$ cat config.mk
export PLATFORM = sky130hd
export DESIGN_NAME = seq_mult
export DESIGN_NICKNAME = d
export VERILOG_FILES = /design/src/rtl/seq_mult_pkg.sv /design/src/rtl/booth_step.sv /design/src/rtl/seq_mult.sv
export SDC_FILE = /design/constraint.sdc
export NUM_CORES = 1
export LEC_CHECK = 0
export CORE_ASPECT_RATIO = 0.7
export CORE_MARGIN = 5
export CORE_UTILIZATION = 50
export CTS_BUF_LIST = sky130_fd_sc_hd__clkbuf_4
export CTS_CLUSTER_DIAMETER = 50
export DETAILED_ROUTE_END_ITERATION = 7
export PLACE_DENSITY_LB_ADDON = 0.3
export SLEW_MARGIN = 20
export SYNTH_ARGS = -nofsm -noshare
export SYNTH_HDL_FRONTEND = slang
export SYNTH_SLANG_ARGS = --single-unit
export TNS_END_PERCENT = 30
$ cat constraint.sdc
create_clock -name clk -period 5.05 [get_ports clk]
set_input_delay 0.505 -clock clk [delete_from_list [all_inputs] [get_ports clk]]
set_output_delay 0.505 -clock clk [all_outputs]
set_load 0.02 [all_outputs]
$ cat src/rtl/seq_mult_pkg.sv
`default_nettype none
// ============================================================================
// Module      : seq_mult_pkg
// Description : Shared definitions for the sequential Booth multiplier.
//               Holds the FSM state type and the default operand width.
// Ports       : none (package)
// Revision    : 1.0 - initial release
// ============================================================================
package seq_mult_pkg;

  // Default operand / result width in bits.
  localparam int c_DEFAULT_WIDTH = 32;

  // Controller states, explicitly encoded.
  typedef enum logic [1:0] {
    IDLE = 2'd0,
    RUN  = 2'd1,
    DONE = 2'd2
  } state_t;

endpackage : seq_mult_pkg
`default_nettype wire

$ cat src/rtl/booth_step.sv
`default_nettype none
// ============================================================================
// Module      : booth_step
// Description : One radix-2 Booth iteration, purely combinational.
//               Decodes {multiplier LSB, previous bit}, adds/subtracts the
//               sign-extended multiplicand into the accumulator, then
//               arithmetic-shifts the {acc, mult, prev} register right by one.
// Parameters  : WIDTH      - operand width (even, >= 4)
// Ports       : acc        in  [WIDTH:0]   current accumulator (one guard bit)
//               mult       in  [WIDTH-1:0] current multiplier/low product bits
//               prev       in  1           previously shifted-out multiplier bit
//               mcand      in  [WIDTH-1:0] multiplicand
//               acc_next   out [WIDTH:0]   accumulator after add and shift
//               mult_next  out [WIDTH-1:0] multiplier after shift
//               prev_next  out 1           new previous bit
// Revision    : 1.0 - initial release
// ============================================================================
module booth_step
  import seq_mult_pkg::*;
#(
  parameter int WIDTH = c_DEFAULT_WIDTH
) (
  input  logic [WIDTH:0]   acc,
  input  logic [WIDTH-1:0] mult,
  input  logic             prev,
  input  logic [WIDTH-1:0] mcand,
  output logic [WIDTH:0]   acc_next,
  output logic [WIDTH-1:0] mult_next,
  output logic             prev_next
);

  // The extra guard bit keeps +/- 2^(WIDTH-1) partial sums representable.
  logic [WIDTH:0] w_mcand_ext;
  logic [WIDTH:0] w_sum;

  assign w_mcand_ext = {mcand[WIDTH-1], mcand};

  always_comb begin
    w_sum = acc;
    unique case ({mult[0], prev})
      2'b10:   w_sum = acc - w_mcand_ext;
      2'b01:   w_sum = acc + w_mcand_ext;
      default: w_sum = acc;
    endcase
  end

  // Arithmetic right shift of the concatenated {sum, mult, prev} register.
  assign acc_next  = {w_sum[WIDTH], w_sum[WIDTH:1]};
  assign mult_next = {w_sum[0], mult[WIDTH-1:1]};
  assign prev_next = mult[0];

endmodule : booth_step
`default_nettype wire

$ cat src/rtl/seq_mult.sv
`default_nettype none
// ============================================================================
// Module      : seq_mult
// Description : Sequential signed multiplier, one radix-2 Booth step per
//               clock. Fixed latency regardless of operand values.
//               Optional macro SEQ_MULT_HI_EN adds the out_hi port carrying
//               the upper WIDTH bits of the 2*WIDTH signed product.
// Parameters  : WIDTH  - operand/result width (even, >= 4)
// Ports       : clk    in  1       clock, rising edge
//               rst    in  1       synchronous active-high reset
//               start  in  1       request; honoured only in IDLE or DONE
//               A      in  WIDTH   signed multiplicand
//               B      in  WIDTH   signed multiplier
//               busy   out 1       high while iterating
//               done   out 1       one-cycle result-valid pulse
//               out    out WIDTH   low WIDTH bits of A*B, held between results
//               out_hi out WIDTH   high WIDTH bits (SEQ_MULT_HI_EN only)
// Revision    : 1.0 - initial release
// ============================================================================
module seq_mult
  import seq_mult_pkg::*;
#(
  parameter int WIDTH = c_DEFAULT_WIDTH
) (
  input  logic             clk,
  input  logic             rst,
  input  logic             start,
  input  logic [WIDTH-1:0] A,
  input  logic [WIDTH-1:0] B,
  output logic             busy,
  output logic             done,
  output logic [WIDTH-1:0] out
`ifdef SEQ_MULT_HI_EN
  ,
  output logic [WIDTH-1:0] out_hi
`endif
);

  localparam int CW = $clog2(WIDTH + 1);

  state_t           r_state;
  state_t           w_state_next;
  logic [WIDTH:0]   r_acc;
  logic [WIDTH-1:0] r_mult;
  logic [WIDTH-1:0] r_mcand;
  logic             r_prev;
  logic [CW-1:0]    r_count;

  logic             w_accept;
  logic             w_last_step;
  logic [WIDTH:0]   w_acc_next;
  logic [WIDTH-1:0] w_mult_next;
  logic             w_prev_next;

  booth_step #(
    .WIDTH (WIDTH)
  ) u_booth_step (
    .acc       (r_acc),
    .mult      (r_mult),
    .prev      (r_prev),
    .mcand     (r_mcand),
    .acc_next  (w_acc_next),
    .mult_next (w_mult_next),
    .prev_next (w_prev_next)
  );

  // State register.
  always_ff @(posedge clk) begin
    if (rst) begin
      r_state <= IDLE;
    end else begin
      r_state <= w_state_next;
    end
  end

  // Next-state and control decode.
  always_comb begin
    w_state_next = r_state;
    busy         = 1'b0;
    done         = 1'b0;
    w_accept     = 1'b0;
    w_last_step  = 1'b0;
    unique case (r_state)
      IDLE: begin
        if (start) begin
          w_accept     = 1'b1;
          w_state_next = RUN;
        end
      end
      RUN: begin
        busy = 1'b1;
        // Counter still holds 1 during the WIDTH-th step.
        if (r_count == CW'(1)) begin
          w_last_step  = 1'b1;
          w_state_next = DONE;
        end
      end
      DONE: begin
        done = 1'b1;
        // Accepting here gives back-to-back operation with no idle bubble.
        if (start) begin
          w_accept     = 1'b1;
          w_state_next = RUN;
        end else begin
          w_state_next = IDLE;
        end
      end
      default: begin
        w_state_next = IDLE;
      end
    endcase
  end

  // Datapath registers.
  always_ff @(posedge clk) begin
    if (rst) begin
      r_acc   <= '0;
      r_mult  <= '0;
      r_mcand <= '0;
      r_prev  <= 1'b0;
      r_count <= '0;
      out     <= '0;
`ifdef SEQ_MULT_HI_EN
      out_hi  <= '0;
`endif
    end else if (w_accept) begin
      r_mcand <= A;
      r_mult  <= B;
      r_acc   <= '0;
      r_prev  <= 1'b0;
      r_count <= CW'(WIDTH);
    end else if (r_state == RUN) begin
      r_acc   <= w_acc_next;
      r_mult  <= w_mult_next;
      r_prev  <= w_prev_next;
      r_count <= r_count - CW'(1);
      // Results are captured straight from the final step so they change
      // only on the edge that enters DONE.
      if (w_last_step) begin
        out    <= w_mult_next;
`ifdef SEQ_MULT_HI_EN
        out_hi <= w_acc_next[WIDTH-1:0];
`endif
      end
    end
  end

endmodule : seq_mult
`default_nettype wire

==> metrics.txt, run 1 <==
# resized after CTS=0; IO Port Bufs=100; share of cells above drive strength 1=0.0571; nature of the critical path endpoint=flop; CTS tree=yes; CP startpoint kind=flop; total wire length=a little over 20000 um; initial core utilization=0.512; GRT Total Usage=0.226; Max VDD drop=about 0.00014 V; number of inserted diodes=0; Worst Hold Depth=2; CP max FO=6; vias per cell=approximately 5.7; top_reg_cell synth=dfxtp_1; area leader, netlist=dfxtp_1; setup TNS=0 ns; initial antenna violation count=0; worst skew pair latency=~0.54 ns; vias in the first global route=6675; Synth top area share=0.362; Initial DRT Pass Iterations=7; RSZ-0062 raised after global routing=false; Longest Clk Path Bufs=2; Mapped Cells=987; P_leak=between 3 and 4 nW; TritonCTS buffer count=17; critical path class=reg2reg; # DRC=0; DRT iter0 DRCs=~730; Async SR Flop Fraction=0; total grt overflow=0; R2R depth=16; post-route cell area=0.00894 mm2; total number of yosys warnings=0; Max-slew headroom=0.450; first-pass GRT wire length=between 30000 and 40000 um; Hold Violations, Final=0; Post-CTS Hold Buffers=0; Worst Hold Margin=0.296 ns; Area Growth Syn to Fin=18.2%; Worst EP arrival=a little over 5 ns; pwr/cell area=about 310 mW/mm2; largest net degree at the start of global routing=between 80 and 90; hold crit path type=in2reg; Post-synth EDFFs=0; Placed Area=roughly 0.0087 mm2; Design Power=roughly 2.8 mW; sequential element share of the synthesized area=0.362; num rows=37; Distinct cells, synth=58; Die Y=~110 um; Pins Over Slew Limit=0; Final nets=roughly 1200; Worst-Margin Slew=roughly 0.82 ns; H-tree levels=4; Core ar.=between 0.01 and 0.015 mm2; count leader, synth=nand2_1; via count=a little over 7000; antenna viol nets, final=0; Max-Cap Viols=0; synth top area cells=dfxtp_1 36%, a21oi_1 11%, nand2_1 9.7%, ha_1 6.0%, xor2_1 4.3%; Yosys reg bits=137; CP required=5.54 ns; Avg Cell Area, Syn=around 7.7 um2; clock sink count=about 140; Tmin final=approximately 4.6 ns; Die Width=approximately 160 um; Mapped Nets=1091; outcome=completed; DR WL/cell=roughly 16 um; clock input transition at the sequential cells of the worst setup and hold paths=around 0.14 ns; final setup vio count=0; HPWL after DPL=14200 um; Commonest cells post-synth=196 x nand2_1, 159 x a21oi_1, 137 x dfxtp_1; CTS Root Cell=clkbuf_4; # Post-CTS Setup Buffers=0; DIE AREA=about 0.018 mm2; Ports=~100; Final period util=0.907; Layout Skew=0.0250 ns; fmax=approximately 220 MHz; GP Congestion=around 0.86; Synth Cell Area=roughly 0.0076 mm2
## layout make-up
class / instances / area (um2)
Inverter: 15 / 56.3
Multi-Input combinational cell: 770 / 4540
Timing Repair Buffer: 114 / 1100
Tap cell: 195 / 244
Clock inverter: 14 / 128
Sequential cell: 137 / 2740
Clock buffer: 18 / 135
Fill cell: 1346 / 5820
## metrics by stage
stage	util	std cells	setup WS, ns
after floorplan	-	987	0.679
after global placement	0.588	1231	0.684
after detailed placement	0.588	1231	0.524
after CTS	0.606	1263	0.487
after global routing	0.606	1263	0.161
final	0.606	1263	0.470
## kinds of logic after synthesis
kind of cell / count (synthesis) / synth area share
AOI/OAI and AO/OA: 319 / 0.252
xor gates and xnor gates: 63 / 0.0729
adders and majority gates: 37 / 0.0622
buffers and inverters: 80 / 0.0397
DFF: 137 / 0.362
muxes: 6 / 0.00810
and+or+nand+nor: 345 / 0.202
## power by group
| part | switching, mW | leakage (nW) | internal, mW | total [mW] |
|---|---|---|---|---|
| clock network | 0.481 | 0.141 | 0.222 | 0.702 |
| logic | 0.518 | 2.24 | 0.380 | 0.898 |
| registers | 0.0543 | 1.12 | 1.14 | 1.19 |
## worst paths after layout
path	from	end	slack (ns)
worst min register to register	out[17]	out[17]	0.46
worst max register to register	r_mcand[7]	r_acc[31]	0.47
worst min-delay path	rst	r_mcand[27]	0.30
worst max-delay path	r_mcand[7]	r_acc[31]	0.47
## worst max-delay path, stage by stage, from the launching register on
cell and delay, ns:
dfxtp_1 0.38, or4_1 0.59, nor3_2 0.32, a31oi_1 0.23, o21bai_1 0.27, nor2_1 0.25, xnor2_1 0.17, ha_1 0.32
a21o_1 0.19, a21o_1 0.18, a21oi_1 0.16, o21ai_0 0.17, or3b_2 0.46, o221ai_1 0.20, xnor2_1 0.12, or4b_1 0.47
nand2_1 0.07
## state kept, by name, indices dropped and copies added, names as in the netlist
| name | count |
|---|---|
| r_prev | 1 |
| r_state | 2 |
| r_count | 6 |
| r_mult | 32 |
| r_mcand | 32 |
| out | 32 |
| r_acc | 32 |
## layout by cell type, fill, tap and decap left out, drive strengths merged, types with 3 or more instances in the layout
cell type / instances
a211oi: 5
nand2b: 6
a31oi: 18
nand3: 11
nand2: 196
nand4: 9
nor2: 66
o21bai: 3
nor3: 16
nor4: 4
a22oi: 31
clkinv: 3
or3: 5
or4: 3
buf: 15
o211ai: 14
nor3b: 4
dfxtp: 137
clkdlybuf4s50: 99
xor2: 37
mux2i: 5
a21o: 21
and3: 7
nor2b: 8
ha: 36
clkbuf: 18
o211a: 5
inv: 24
a21oi: 160
a311oi: 3
xnor2: 26
o21ai: 41
## layer usage
| layer | GRT usage | vias to the layer above | routed length [um] |
|---|---|---|---|
| met4 | 0.0562 | 0 | 174 |
| met3 | 0.0401 | 15 | 1530 |
| met1 | 0.347 | 3336 | 10100 |
| met2 | 0.326 | 259 | 8450 |
| met5 | 0 | - | 0 |
| li1 | - | 3621 | - |
Note: power is estimated with default switching activity, not from simulation.
==> run 2: changes to the inputs <==
- CAP_MARGIN: default -> 20
- SYNTH_HIERARCHICAL: default -> 1
==> metrics.txt, run 2 <==
clock input transition at the sequential cells of the worst setup and hold paths=0.14 ns (about the same); outcome=completed (unchanged); fmax=226 MHz (was 218 MHz); count leader, synth=nand2_1 (unchanged); Yosys reg bits=138 (was 137); RSZ-0062 raised after global routing=false (unchanged); Top reg by flops=r_acc; Most Crowded Layer GR=met2 (was met1); GP Congestion=0.952 (was 0.858); vias in the first global route=7144 (was 6675); GRT met1 Usage=0.332 (was 0.347); initial core utilization=0.504 (was 0.512); DR WL/cell=16.1 um (was 16.0 um); Layout Skew=0.0262 ns (was 0.0250 ns); Tmin final=4.43 ns (was 4.58 ns); most common cell after layout, fill and taps aside=nand2_1 (unchanged); # DRC=0 (unchanged); CP max FO=7 (was 6); largest net degree at the start of global routing=75 (was 81); sequential element share of the synthesized area=0.322 (was 0.362); worst skew pair latency=0.57 ns (was 0.54 ns); TritonCTS buffer count=17 (unchanged); setup TNS=0 ns (unchanged); post-route cell area=0.00967 mm2 (was 0.00894 mm2); CTS tree=yes (unchanged); clock sink count=138 (was 137); Synth Cell Area=0.00857 mm2 (was 0.00757 mm2); # resized after CTS=0 (unchanged); Max VDD drop=0.000140 V (was 0.000138 V); critical path class=reg2reg (unchanged); Hold Violations, Final=0 (unchanged); Async SR Flop Fraction=0 (unchanged); initial antenna violation count=1 (was 0); Final period util=0.878 (was 0.907); # Post-CTS Setup Buffers=0 (unchanged); CP startpoint=r_mcand[7] (unchanged); XOR/XNOR share of the synthesized area=0.0582 (was 0.0729); CP required=5.53 ns (was 5.54 ns); Final nets=1237 (was 1159); met2 usage in global routing=0.334 (was 0.326); share of cells above drive strength 1=0.0576 (was 0.0571); Longest Clk Path Bufs=2 (unchanged); area leader, netlist=dfxtp_1 (unchanged); via count=7790 (was 7231); num rows=40 (was 37); Initial DRT Pass Iterations=5 (was 7); total wire length=22200 um (was 20200 um); Max-slew headroom=0.403 (was 0.450); total grt overflow=0 (unchanged); H-tree levels=4 (unchanged); max FFs per register=33; nature of the critical path endpoint=flop (unchanged); Worst EP arrival=4.91 ns (was 5.07 ns); antenna viol nets, final=0 (unchanged); Mapped Nets=1213 (was 1091); vias per cell=5.65 (was 5.73); CP startpoint kind=flop (unchanged); Avg Cell Area, Syn=7.73 um2 (was 7.67 um2); Pins Over Slew Limit=0 (unchanged); DIE AREA=0.0199 mm2 (was 0.0177 mm2); Ports=101 (unchanged); Worst-Margin Slew=0.896 ns (was 0.824 ns); Distinct cells, synth=69 (was 58); first-pass GRT wire length=36900 um (was 33200 um); P_leak=3.55 nW (was 3.50 nW); synth top area cells=dfxtp_1 32%, nand2_1 8.2%, a21oi_1 7.0%, ha_1 5.3%, nand2b_1 5.1% (was dfxtp_1 36%, a21oi_1 11%, nand2_1 9.7%, ha_1 6.0%, xor2_1 4.3%); total number of yosys warnings=6 (was 0); Synth top area share=0.322 (was 0.362); Placed Area=0.00937 mm2 (was 0.00868 mm2); Core ar.=0.0170 mm2 (was 0.0148 mm2); HPWL after DPL=15100 um (was 14200 um); DRT iter0 DRCs=688 (was 729); IO Port Bufs=100 (unchanged); GRT Total Usage=0.222 (was 0.226); slowest cell on the critical path=a2111oi_0 (was or4_1); hold crit path type=in2reg (unchanged); top_reg_cell synth=dfxtp_1 (unchanged); most used cell, CP=nand2_1; Area Growth Syn to Fin=12.8% (was 18.2%); largest family of logic cells by synthesized area=simple AND/OR/NAND/NOR gates (was compound AO/OA/AOI/OAI gates); pre-CTS setup slack=0.687 ns (was 0.524 ns); Post-CTS Hold Buffers=0 (unchanged); Reg2Reg Launch Point=r_mcand[7] (unchanged); Post-synth EDFFs=0 (unchanged); Synth Area in Simple Gates=0.264 (was 0.202); Worst Slack Setup Final=0.618 ns (was 0.470 ns); Mapped Cells=1109 (was 987); Die Width=166 um (was 157 um); commonest non-fill, non-tap cells in the layout=187 x nand2_1, 138 x dfxtp_1, 120 x a21oi_1, 99 x clkdlybuf4s50_1, 86 x nor3_1 (was 196 x nand2_1, 159 x a21oi_1, 137 x dfxtp_1, 99 x clkdlybuf4s50_1, 64 x nor2_1); CTS Root Cell=clkbuf_4 (unchanged); compound-cell area share of the yosys netlist=0.185 (was 0.252); Synth Area in Adders=0.0549 (was 0.0622); final setup vio count=0 (unchanged); Max-Cap Viols=0 (unchanged); met3 GRT Util=0.0372 (was 0.0401); hold_sp=rst (unchanged); Commonest cells post-synth=187 x nand2_1, 138 x dfxtp_1, 120 x a21oi_1 (was 196 x nand2_1, 159 x a21oi_1, 137 x dfxtp_1); pwr/cell area=297 mW/mm2 (was 312 mW/mm2); CP cell instances=nor4_4 -> nand4b_1 -> nor3_1 -> nand2_1 -> o21bai_1 -> xnor2_1 -> ha_1 -> nand2_1 -> nor4_1 -> nand2_1 -> a2111oi_0 -> a21oi_1 -> xor2_1 -> o21ai_1 -> nand2_1 -> a21oi_1 (was or4_1 -> nor3_2 -> a31oi_1 -> o21bai_1 -> nor2_1 -> xnor2_1 -> ha_1 -> a21o_1 -> a21o_1 -> a21oi_1 -> o21ai_0 -> or3b_2 -> o221ai_1 -> xnor2_1 -> or4b_1 -> nand2_1); max incr delay on CP=0.57 ns (was 0.59 ns); Die Y=120 um (was 113 um); Worst Hold Margin=0.400 ns (was 0.296 ns); mux contribution to synthesized area=0.0426 (was 0.00810); # fillers=1583 (was 1346)
run 2: stage by stage:
| step | std cells | utilization | power, mW |
|---|---|---|---|
| 2_1_floorplan | 1109 | - | 1.92 |
| 3_3_place_gp | 1345 | 0.551 | 2.11 |
| 3_5_place_dp | 1345 | 0.551 | 2.11 |
| 4_1_cts | 1377 | 0.568 | 2.87 |
| 5_1_grt | 1378 | 0.568 | 3.04 |
| 6_report | 1378 | 0.568 | 2.87 |
run 2: logic make-up (layout without fill, tap and decap cells):
family | after synthesis | after routing
AOI/OAI and AO/OA | 267 | 267
xor gates and xnor gates | 57 | 57
adders and majority gates | 37 | 37
buffers and inverters | 119 | 156
DFF | 138 | 138
muxes | 36 | 36
other | 0 | 1
and+or+nand+nor | 455 | 455
run 2: worst paths after layout:
path | end | slack, ns | cells past startpoint
min reg2reg | r_prev | 0.47 | 2
max | r_acc[28] | 0.62 | 16
max reg2reg | r_acc[28] | 0.62 | 16
min | r_mcand[11] | 0.40 | 2
run 2: final cells by class:
class | count | area (um2) | share of cell area
timing repair buffer | 109 | 1070 | 0.110
sequential | 138 | 2760 | 0.286
clock inverter | 14 | 156 | 0.0162
tap | 231 | 289 | 0.0299
inverter | 15 | 56.3 | 0.00583
clock buffer | 18 | 135 | 0.0140
antenna | 1 | 2.50 | 0.000259
multi-input combinational | 852 | 5200 | 0.538
run 2: worst max-delay path: cells and delay by family (launching register included):
kind / cells / cell delay (ns)
AO/OA/AOI/OAI: 5 / 1.19
AND/OR/NAND/NOR: 8 / 2.09
adder cells (fa/ha/maj): 1 / 0.43
flip-flops: 1 / 0.39
XOR/XNOR: 2 / 0.27
run 2: layer usage:
metal  up-vias  share of wire
li1       3915              -
met1      3598           0.51
met2       253           0.42
met3        24          0.063
met4         0          0.010
met5         -              0
run 2: power by group:
| part | switching [mW] | leakage [nW] | total (mW) | internal (mW) |
|---|---|---|---|---|
| combinational | 0.540 | 2.27 | 0.905 | 0.365 |
| clock | 0.484 | 0.153 | 0.756 | 0.271 |
| sequential | 0.0601 | 1.13 | 1.21 | 1.15 |
